[src/rtl/i2s_pkg.sv]
// Shared types and helpers for the I2S transmitter slice.
package i2s_pkg;

    typedef enum logic {
        I2S_STD = 1'b0,
        I2S_LJ  = 1'b1
    } i2s_mode_e;

    // Width of a level counter able to hold 0..depth inclusive.
    function automatic int level_w(input int depth);
        return $clog2(depth) + 1;
    endfunction

endpackage

[src/rtl/i2s_sample_fifo.sv]
// Registered stereo-frame FIFO. Refuses a push at full even if a pop happens
// on the same cycle, so the write never depends on the read side.
module i2s_sample_fifo
    import i2s_pkg::*;
#(
    parameter int WIDTH = 48,
    parameter int DEPTH = 4
) (
    input  logic                      clk,
    input  logic                      rst,
    input  logic                      push,
    input  logic [WIDTH-1:0]          wdata,
    input  logic                      pop,
    output logic [WIDTH-1:0]          rdata,
    output logic                      full,
    output logic                      empty,
    output logic [level_w(DEPTH)-1:0] level
);

    localparam int AW = $clog2(DEPTH);
    localparam int LW = level_w(DEPTH);

    logic [WIDTH-1:0] mem [DEPTH];
    logic [AW-1:0]    wr_ptr;
    logic [AW-1:0]    rd_ptr;
    logic             do_push;
    logic             do_pop;

    assign full    = (level == LW'(DEPTH));
    assign empty   = (level == '0);
    assign do_push = push && !full;
    assign do_pop  = pop && !empty;
    assign rdata   = mem[rd_ptr];

    // Storage write; contents need no reset because level gates every read.
    always_ff @(posedge clk) begin
        if (do_push) begin
            mem[wr_ptr] <= wdata;
        end
    end

    // Pointer and occupancy tracking.
    always_ff @(posedge clk or posedge rst) begin
        if (rst) begin
            wr_ptr <= '0;
            rd_ptr <= '0;
            level  <= '0;
        end else begin
            if (do_push) begin
                wr_ptr <= wr_ptr + AW'(1);
            end
            if (do_pop) begin
                rd_ptr <= rd_ptr + AW'(1);
            end
            case ({do_push, do_pop})
                2'b10:   level <= level + LW'(1);
                2'b01:   level <= level - LW'(1);
                default: level <= level;
            endcase
        end
    end

endmodule

[src/rtl/i2s_tx_stream.sv]
// Stereo I2S / left-justified transmitter running entirely on mclk. The bit
// clock and word clock are derived here; frames come from a small FIFO and
// are shifted out MSB-first into zero-padded slots.
module i2s_tx_stream
    import i2s_pkg::*;
#(
    parameter int DATA_W     = 24,
    parameter int SLOT_W     = 32,
    parameter int MCLK_DIV   = 4,
    parameter int FIFO_DEPTH = 4,
    parameter int MODE       = 0
) (
    input  logic                           mclk,
    input  logic                           rst,
    input  logic                           en,
    input  logic                           s_valid,
    output logic                           s_ready,
    input  logic [DATA_W-1:0]              s_left,
    input  logic [DATA_W-1:0]              s_right,
    output logic [level_w(FIFO_DEPTH)-1:0] fifo_level,
    output logic                           underrun,
    input  logic                           underrun_clr,
    output logic                           sdout,
    output logic                           mclk_out,
    output logic                           sclk_out,
    output logic                           lrclk_out
);

    localparam int FRAME_W = 2 * SLOT_W;
    localparam int CNT_W   = $clog2(FRAME_W);
    localparam int DIV_W   = $clog2(MCLK_DIV);

    logic [DIV_W-1:0]    div_cnt;
    logic [CNT_W-1:0]    bit_cnt;
    logic [CNT_W-1:0]    bit_next;
    logic [FRAME_W-1:0]  shift_q;
    logic [FRAME_W-1:0]  frame_load;
    logic                dly_q;
    logic                div_half;
    logic                div_last;
    logic                fall_evt;
    logic                bit_last;
    logic                load;
    logic                fifo_full;
    logic                fifo_empty;
    logic [DATA_W-1:0]   rd_left;
    logic [DATA_W-1:0]   rd_right;

    assign mclk_out = mclk;
    assign s_ready  = !fifo_full;

    assign div_half = (div_cnt == DIV_W'(MCLK_DIV / 2 - 1));
    assign div_last = (div_cnt == DIV_W'(MCLK_DIV - 1));
    assign fall_evt = en && div_last;
    assign bit_last = (bit_cnt == CNT_W'(FRAME_W - 1));
    assign bit_next = bit_last ? '0 : bit_cnt + CNT_W'(1);
    assign load     = fall_evt && bit_last;

    // Shifts avoid a zero-width pad when SLOT_W equals DATA_W.
    assign frame_load = (FRAME_W'(rd_left) << (FRAME_W - DATA_W)) |
                        (FRAME_W'(rd_right) << (SLOT_W - DATA_W));

    assign sdout = (MODE == int'(I2S_LJ)) ? shift_q[FRAME_W-1] : dly_q;

    i2s_sample_fifo #(
        .WIDTH (2 * DATA_W),
        .DEPTH (FIFO_DEPTH)
    ) u_fifo (
        .clk   (mclk),
        .rst   (rst),
        .push  (s_valid),
        .wdata ({s_left, s_right}),
        .pop   (load),
        .rdata ({rd_left, rd_right}),
        .full  (fifo_full),
        .empty (fifo_empty),
        .level (fifo_level)
    );

    // mclk divider producing a registered bit clock.
    always_ff @(posedge mclk or posedge rst) begin
        if (rst) begin
            div_cnt  <= '0;
            sclk_out <= 1'b0;
        end else if (en) begin
            div_cnt <= div_last ? '0 : div_cnt + DIV_W'(1);
            if (div_half) begin
                sclk_out <= 1'b1;
            end else if (div_last) begin
                sclk_out <= 1'b0;
            end
        end
    end

    // Serial state advances only on bit-clock falling edges.
    always_ff @(posedge mclk or posedge rst) begin
        if (rst) begin
            bit_cnt   <= CNT_W'(FRAME_W - 1);
            lrclk_out <= 1'b1;
            shift_q   <= '0;
            dly_q     <= 1'b0;
        end else if (fall_evt) begin
            bit_cnt   <= bit_next;
            lrclk_out <= (bit_next >= CNT_W'(SLOT_W));
            dly_q     <= shift_q[FRAME_W-1];
            if (bit_last) begin
                shift_q <= fifo_empty ? '0 : frame_load;
            end else begin
                shift_q <= shift_q << 1;
            end
        end
    end

    // Sticky underrun; a set in the same cycle as a clear keeps it high.
    always_ff @(posedge mclk or posedge rst) begin
        if (rst) begin
            underrun <= 1'b0;
        end else if (load && fifo_empty) begin
            underrun <= 1'b1;
        end else if (underrun_clr) begin
            underrun <= 1'b0;
        end
    end

endmodule
[config.mk]
export PLATFORM = sky130hd
export DESIGN_NAME = i2s_tx_stream
export DESIGN_NICKNAME = d
export VERILOG_FILES = /design/src/rtl/i2s_pkg.sv /design/src/rtl/i2s_sample_fifo.sv /design/src/rtl/i2s_tx_stream.sv
export SDC_FILE = /design/constraint.sdc
export NUM_CORES = 1
export LEC_CHECK = 0
export BUFFER_PORTS_ARGS = -buffer_cell sky130_fd_sc_hd__buf_2
export CAP_MARGIN = 10
export CORE_ASPECT_RATIO = 1.25
export CORE_MARGIN = 4
export CORE_UTILIZATION = 60
export CTS_CLUSTER_SIZE = 28
export DETAILED_ROUTE_END_ITERATION = 6
export PLACE_DENSITY = 0.88
export SLEW_MARGIN = 20
export SYNTH_ARGS = -nofsm -noshare
export SYNTH_HDL_FRONTEND = slang
export SYNTH_SLANG_ARGS = --single-unit
[constraint.sdc]
create_clock -name mclk -period 2.9 [get_ports mclk]
set_input_delay 0 -clock mclk [delete_from_list [all_inputs] [get_ports mclk]]
set_output_delay 0 -clock mclk [all_outputs]
set_load 0.01 [all_outputs]
# After elaboration in Yosys (flattened, before gate mapping)
# Memory sizes are Yosys's and may differ from the RTL's.
# Cells that the tools add are included.
[totals] inputBits=53 ram_bits=192 mem_count=1 register_bits=83 mem_bits_ro=0 output_inout_bits=9 elab_cells=48 latch_bits=0
[mem_list] memory="u_fifo.mem" depth=4 word_bits=48 read_ports=1 rd_ports_with_merged_regs=0 write_ports=1 line_no="i2s_sample_fifo.sv:23" text="logic [WIDTH-1:0] mem [DEPTH];"
[classes] eq_ne=6 n_mux=11 n_shift=0 addsub=6 order_cmp=1 multipliers=0 reduce_logical=12 div=0 bitwise_logic=1
[ops] operator="$mux W64" count=2
[ops] operator="$or A64 B32 Y64" count=1
[ops] operator="$add A2 B1 Y2 const B" count=3
[ops] operator="$add A6 B1 Y6 const B" count=1
[ops] operator="$eq A6 B6 Y1 const B" count=1
[ops] operator="$ge A6 B6 Y1 const B" count=1
[ops] operator="$mux W1" count=6
[ops] operator="$mux W6" count=1
[ops] operator="$pmux W3 S2" count=1
[ops] operator="$reduce_bool A2 Y1" count=3
[ops] operator="$logic_and A1 B1 Y1" count=5
[ops] operator="$eq A2 B1 Y1 const B" count=2
[ops] operator="$eq A2 B2 Y1 const B" count=2
[ops] operator="$add A3 B1 Y3 const B" count=1
[ops] operator="$eq A3 B3 Y1 const B" count=1
[ops] operator="$logic_not A3 Y1" count=1
[ops] operator="$sub A3 B1 Y3 const B" count=1
[ops] operator="$logic_not A1 Y1" count=2
[ops] operator="$mux W2" count=1
[ops] operator="$reduce_and A2 Y1" count=1

# Logic depth before layout (Yosys ltp)
# Gate-level depths: netlist of run 1.
[depth] word_depth=6 mapped_depth=10 mapped_depth_nobuf=9

# By module
# From an unflattened synthesis of run 1, not the netlist that was laid out.
[hier_totals] cells_unflattened=542 hier_area_um2=10510.1
[by_module_without_submodules] mod="i2s_sample_fifo" area_each_um2=7410.9 instances=1 seq_area_each_um2=5940.7 cells_each=289
[by_module_without_submodules] mod="i2s_tx_stream" area_each_um2=3099.2 instances=1 seq_area_each_um2=1710.4 cells_each=253

==> flow_metrics.env, run 1 <==
export IMPL_via_per_inst=6.576
export IMPL_worstMarginPinSlew_ps=1078
export IMPL_cp_num_buf_inv=1
export IMPL_place_gp_congestion=0.7486
export IMPL_layout_commonest_cell="edfxtp_1"
export IMPL_worstRegToRegCells=9
export IMPL_drt_iter0_drc=968
export IMPL_path_depth=9
export IMPL_die_x_um=127.5
export IMPL_die_y_um=157.4
export IMPL_cts_tree="done"
export IMPL_grt_pass1_vias=6828
export IMPL_critical_path_top_delay_family="adder cells"
export IMPL_cp_required_ps=3440
export IMPL_layout_drive_gt1_share_pct=23.97
export IMPL_crit_path_start_kind="flop"
export IMPL_r2r_start="bit_cnt[0]"
export IMPL_cpPeakStageDelay_ps=610
export IMPL_rows=54
export IMPL_synth_area_um2=10710
export IMPL_final_area_um2=12530
export IMPL_post_dp_hpwl_um=11640
export IMPL_status="completed"
export IMPL_finalCritPeriodShare_pct=86.61
export IMPL_io_pins=62
export IMPL_pwr_share_seq_pct=50.7
export IMPL_firstDrtPassIters=6
export IMPL_critPathMaxFanout=8
export IMPL_grt_pass1_wl_um=37290
export IMPL_drcViolationCount=0
export IMPL_clock_fmax_mhz=398.2
export IMPL_p_comb_share_pct=17.3
export IMPL_synthMuxAreaShare_pct=10.52
export IMPL_arrival_ps=3050
export IMPL_seq_area_frac_synth_pct=71.41
export IMPL_synth_cell_types=38
export IMPL_drv_cap=0
export IMPL_switchingPower_uw=3095
export IMPL_die_area_um2=20070
export IMPL_fin_skew_ps=23.30
export IMPL_nNetsFinal=821
export IMPL_slew_viol_final=0
export IMPL_antenna_found_initial=0
export IMPL_yosys_warnings=0
export IMPL_via_count=6576
export IMPL_syn_inst=657
export IMPL_clkPwrFrac_pct=32.0
export IMPL_hold_viol_final=0
export IMPL_insertion_delay_ps=640
export IMPL_power_density_nw_per_um2=883.4
export IMPL_placedInstanceArea_um2=11090
export IMPL_grt_usage_pct=23.81
export IMPL_ir_worst_vdd_uv=573.3
export IMPL_grtUsageMet3_pct=3.836
export IMPL_synth_top_family_by_area="multiplexers"
export IMPL_relSlewSlack_pct=28.14
export IMPL_grt_max_degree=114
export IMPL_r2r_slack_ps=390
export IMPL_gr_total_overflow=0
export IMPL_diodes=0
export IMPL_finalHoldWorstSlack_ps=37.41
export IMPL_ant_nets=0
export IMPL_fillers=970
export IMPL_cp_cell_sequence="ha_1 > and2_1 > and4_1 > ha_1 > inv_1 > fa_1 > xor2_1 > nor2_1 > xor2_1"
export IMPL_worstReg2RegEnd="u_fifo.level[2]"
export IMPL_fin_setup_tns_ps=0
export IMPL_synth_xor_area_share_pct=0.6540
export IMPL_hold_path_class="in2async"
export IMPL_clk_pin_slew_worst_paths_ps=70
export IMPL_synthToLayoutAreaGrowth_pct=16.91
export IMPL_grt_met2_usage_pct=39.52
export IMPL_portBuffers=61
export IMPL_busiest_layer="met2"
export IMPL_global_route_usage_met1_pct=32.03
export IMPL_crit_path_end_kind="flop"
export IMPL_setup_viol=0
export IMPL_start_util_pct=61.23
export IMPL_syn_num_nets=719
export IMPL_syn_avg_cell_area_um2=16.31
export IMPL_wl_per_cell_um=23.18
export IMPL_p_leak_uw=0.004301
export IMPL_synthAdderAreaFrac_pct=1.121
export IMPL_rsz0062_at_grt="no"
export IMPL_synth_compound_area_share_pct=6.096
export IMPL_yosys_register_bits=267
export IMPL_p_int_uw=7970
export IMPL_period_minus_slack_ps=2512
export IMPL_synth_simple_area_share_pct=6.633
export IMPL_routed_wl_um=23180
export IMPL_cts_setup_buffers=0
export IMPL_worstSetupPathType="reg2reg"
export IMPL_swShare_pct=27.97
export IMPL_core_area_um2=17500
export IMPL_crit_slowest_cell="dfstp_2"
export IMPL_final_cell_mix="edfxtp_1 (192), dfrtp_1 (66), buf_2 (61)"
cells in the mapped netlist, drive strengths merged:
library cell	number	share of area (%)
nor3	1	0.047
mux2i	2	0.19
mux4	48	10
fa	1	0.19
and4	1	0.082
dfrtp	68	16
dfstp	7	1.7
a21oi	2	0.093
nand4b	1	0.082
clkbuf	21	0.74
or3b	1	0.11
ha	8	0.93
xor2	3	0.25
xnor2	5	0.41
o21ai	59	2.8
or3	1	0.058
edfxtp	192	54
and3	6	0.36
buf	33	2.5
nand3	3	0.14
mux2	2	0.25
a31oi	49	2.9
and2	3	0.20
nor2	51	1.8
a41oi	2	0.16
nand2	26	0.91
a22o	2	0.16
nand4	49	2.9
o22ai	1	0.058
inv	9	0.32
how the worst max path moves through the flow:
stage	start	to	slack, ps
after global routing	bit_cnt[1]	u_fifo.level[2]	290
final	bit_cnt[0]	u_fifo.level[2]	390
after detailed placement	bit_cnt[0]	u_fifo.level[2]	470
after global placement	bit_cnt[0]	u_fifo.level[2]	600
after floorplan	u_fifo.level[2]	u_fifo.mem[0][0]	580
after CTS	bit_cnt[0]	u_fifo.level[2]	420
tightest hold or removal path, stage by stage:
cell and delay, ps:
dlygate4sd3_1 530, buf_2 130, inv_4 490
per-layer routing:
| metal | part of all wire [%] | vias to the layer above |
|---|---|---|
| met1 | 37 | 3254 |
| met4 | 4.2 | 0 |
| met2 | 50 | 447 |
| met3 | 8.7 | 96 |
| li1 | - | 2779 |
| met5 | 0 | - |
logic make-up (layout without fill, tap and decap cells):
logic type	count (synthesis)	after routing
multiplexers	52	52
flip-flops	267	267
adder cells (fa/ha/maj)	9	9
AND/OR/NAND/NOR	143	143
AO/OA/AOI/OAI	115	115
XOR/XNOR	8	8
buffers and inverters	63	182
power by group through the flow:
stage | Combinational, µW | Sequential (µW) | Clock (µW)
global route | 2080 | 5680 | 3750
floorplan | 1250 | 5520 | 28.4
finish | 1910 | 5610 | 3540
detailed placement | 1760 | 5630 | 20.8
global placement | 1650 | 5530 | 20.8
CTS | 1850 | 5570 | 3540
flip-flops by register name, indices dropped and copies added (netlist names):
register       flops
sdout              1
u_fifo.mem       192
u_fifo.wr_ptr      2
div_cnt            2
lrclk_out          1
u_fifo.rd_ptr      2
bit_cnt            6
shift_q           56
sclk_out           1
u_fifo.level       3
underrun           1
per-stage QoR:
step,std cells,setup WS (ps),total power (µW),util [%]
after CTS,1000,422.6,10970,71.58
after global routing,1000,287.6,11520,71.58
after detailed placement,902,474.3,7411,63.40
final,1000,388.4,11070,71.58
after floorplan,657,579.9,6791,-
after global placement,902,597.9,7202,63.38
timing repair:
| action | in CTS | in global routing |
|---|---|---|
| resized for setup | 0 | 0 |
| endpoints found under the hold margin | 253 | 0 |
| hold buffers | 52 | 0 |
layout make-up:
type	instances	area [µm²]	area share, %
Clock buffer	40	854.6	6.822
Clock inverter	7	61.31	0.4895
Inverter	9	36.28	0.2897
Multi-Input combinational cell	327	2689	21.47
Sequential cell	267	7654	61.10
Tap cell	224	280.3	2.238
Timing Repair Buffer	126	950.9	7.592
No activity file was read; power rests on OpenSTA's default activity.
==> run 2: changes to the inputs <==
--- a/config.mk
+++ b/config.mk
@@ -10,6 +10,7 @@
 export CORE_ASPECT_RATIO = 1.25
 export CORE_MARGIN = 4
 export CORE_UTILIZATION = 60
+export CTS_BUF_LIST = sky130_fd_sc_hd__clkbuf_4 sky130_fd_sc_hd__clkbuf_8
 export CTS_CLUSTER_SIZE = 28
 export DETAILED_ROUTE_END_ITERATION = 6
 export PLACE_DENSITY = 0.88
==> run 2 against run 1 <==
Net effect:
- sequential power about the same
- combinational power decreased by 3%
- the run now ends with DRC left
- via count decreased by 0.59%
- fmax increased by 2.5%
- global-route usage decreased by 0.40 points
- power decreased by 3.7%
- count of clock-buffer cells in the layout increased by 20
- clock power decreased by 9.9%
- die area unchanged
- critical endpoint unchanged
- first-iteration DRC count decreased by 13%
- sequential share of layout area increased by 0.28 points
==> flow_metrics.env, run 2 (synthesis results as in run 1) <==
export IMPL_p_leak_uw=0.004291
export IMPL_arrival_ps=2990
export IMPL_status="complete, but fails checks"
export IMPL_reg_top3="u_fifo.mem: 192 flops, shift_q: 56 flops, bit_cnt: 6 flops"
export IMPL_rsz0062_at_grt="no"
export IMPL_slew_viol_final=0
export IMPL_layout_commonest_cell="edfxtp_1"
export IMPL_clk_pin_slew_worst_paths_ps=70
export IMPL_synthToLayoutAreaGrowth_pct=16.38
export IMPL_die_x_um=127.5
export IMPL_crit_slowest_cell="dfstp_2"
export IMPL_post_cts_resized=0
export IMPL_hold_viol_final=0
export IMPL_fillers=981
export IMPL_antenna_found_initial=1
export IMPL_io_pins=62
export IMPL_layout_drive_gt1_share_pct=25.94
export IMPL_cpPeakStageDelay_ps=610
export IMPL_wl_per_cell_um=21.89
export IMPL_relSlewSlack_pct=27.67
export IMPL_die_area_um2=20070
export IMPL_power_density_nw_per_um2=854.3
export IMPL_grt_pass1_wl_um=36830
export IMPL_setup_viol=0
export IMPL_r2r_start="bit_cnt[0]"
export IMPL_finalCritPeriodShare_pct=84.48
export IMPL_grt_pass1_vias=6896
export IMPL_drcViolationCount=2
export IMPL_die_y_um=157.4
export IMPL_cp_cell_sequence="ha_1 > and2_1 > and4_1 > ha_1 > inv_1 > fa_1 > xor2_1 > nor2_1 > xor2_1"
export IMPL_worstMarginPinSlew_ps=1085
export IMPL_ir_worst_vdd_uv=417.3
export IMPL_crit_path_end_kind="flop"
export IMPL_r2r_slack_ps=450
export IMPL_drt_iter0_drc=841
export IMPL_drv_cap=0
export IMPL_portBuffers=61
export IMPL_crit_path_start_kind="flop"
export IMPL_grt_usage_pct=23.41
export IMPL_cp_required_ps=3440
export IMPL_post_dp_hpwl_um=11640
export IMPL_final_area_um2=12470
export IMPL_hold_path_class="in2async"
export IMPL_regMostFlops="u_fifo.mem"
export IMPL_rows=54
export IMPL_final_cell_mix="edfxtp_1 (192), dfrtp_1 (66), buf_2 (61)"
export IMPL_worstSetupPathType="reg2reg"
export IMPL_fin_skew_ps=14.32
export IMPL_place_gp_congestion=0.7486
export IMPL_violations="DRC"
export IMPL_insertion_delay_ps=610
export IMPL_core_area_um2=17500
export IMPL_via_count=6537
export IMPL_period_minus_slack_ps=2450
export IMPL_clock_fmax_mhz=408.2
export IMPL_ant_nets=0
export IMPL_via_per_inst=6.365
export IMPL_cts_tree="done"
export IMPL_fin_setup_tns_ps=0
export IMPL_largest_reg_flops=192
export IMPL_gr_total_overflow=0
export IMPL_placedInstanceArea_um2=11090
export IMPL_start_util_pct=61.23
export IMPL_routed_wl_um=22480
export IMPL_worstReg2RegEnd="u_fifo.level[2]"
export IMPL_critPathMaxFanout=8
export IMPL_nNetsFinal=836
export IMPL_worstRegToRegCells=9
export IMPL_firstDrtPassIters=7
export IMPL_grt_max_degree=114
[run 2: changes by cell type in the layout (fill, tap and decap cells not counted)]
cell / change
clkbuf_8: +48
clkinvlp_4: +1
diode_2: +1
clkbuf_4: +6
inv_4: -1
clkbuf_16: -31
clkinv_2: -1
clkinv_1: +7
clkbuf_1: -3
[run 2: timing repair]
item,4_1_cts,5_1_grt
hold endpoints to repair,253,0
hold buffers,52,0
setup buffers,0,0
[run 2: power breakdown]
group          switching [µW]  internal, µW
Clock                    1390          1800
Combinational            1180           681
Sequential                439          5170
[run 2: metrics by stage]
step	util, %	std cells	hold WS [ps]	setup slack (ps)	total power (µW)
after floorplan	-	657	91.77	579.9	6791
after global routing	71.26	1027	113.2	336.2	11160
final	71.26	1027	49.46	450.1	10650
after CTS	71.24	1026	72.82	450.5	10630
after detailed placement	63.40	902	100.6	474.3	7411
after global placement	63.38	902	100.6	597.9	7202
[run 2: final cells by class]
type	count	area [µm²]	area share [%]
multi-input cells	327	2689	21.56
flip-flops and latches	267	7654	61.38
diodes	1	2.502	0.02007
repair buffers	126	950.9	7.626
inverters	9	36.28	0.2910
well taps	224	280.3	2.248
clock inverters	13	83.83	0.6723
clock buffers	60	773.2	6.201
[run 2: worst max path at each step]
stage / from / to / depth (start not counted)
global route: bit_cnt[0] / u_fifo.level[2] / 9
CTS: bit_cnt[0] / u_fifo.level[2] / 9
finish: bit_cnt[0] / u_fifo.level[2] / 9
global placement: bit_cnt[0] / u_fifo.level[2] / 9
detailed placement: bit_cnt[0] / u_fifo.level[2] / 9
floorplan: u_fifo.level[2] / u_fifo.mem[0][0] / 2
[run 2: metal layers]
| metal | wire, µm | part of all wire, % | GRT usage, % |
|---|---|---|---|
| met5 | 0 | 0 | 0 |
| met4 | 682 | 3.0 | 9.300 |
| met3 | 1687 | 7.5 | 4.107 |
| met2 | 11770 | 52 | 39.75 |
| met1 | 8341 | 37 | 30.41 |
[run 2: worst max-delay path: cells and delay by family, from the launching register on]
family	cells	cell delay (ps)
adders and majority gates	3	840
and+or+nand+nor	3	560
xor gates and xnor gates	2	310
buffers and inverters	1	60
DFF	1	610
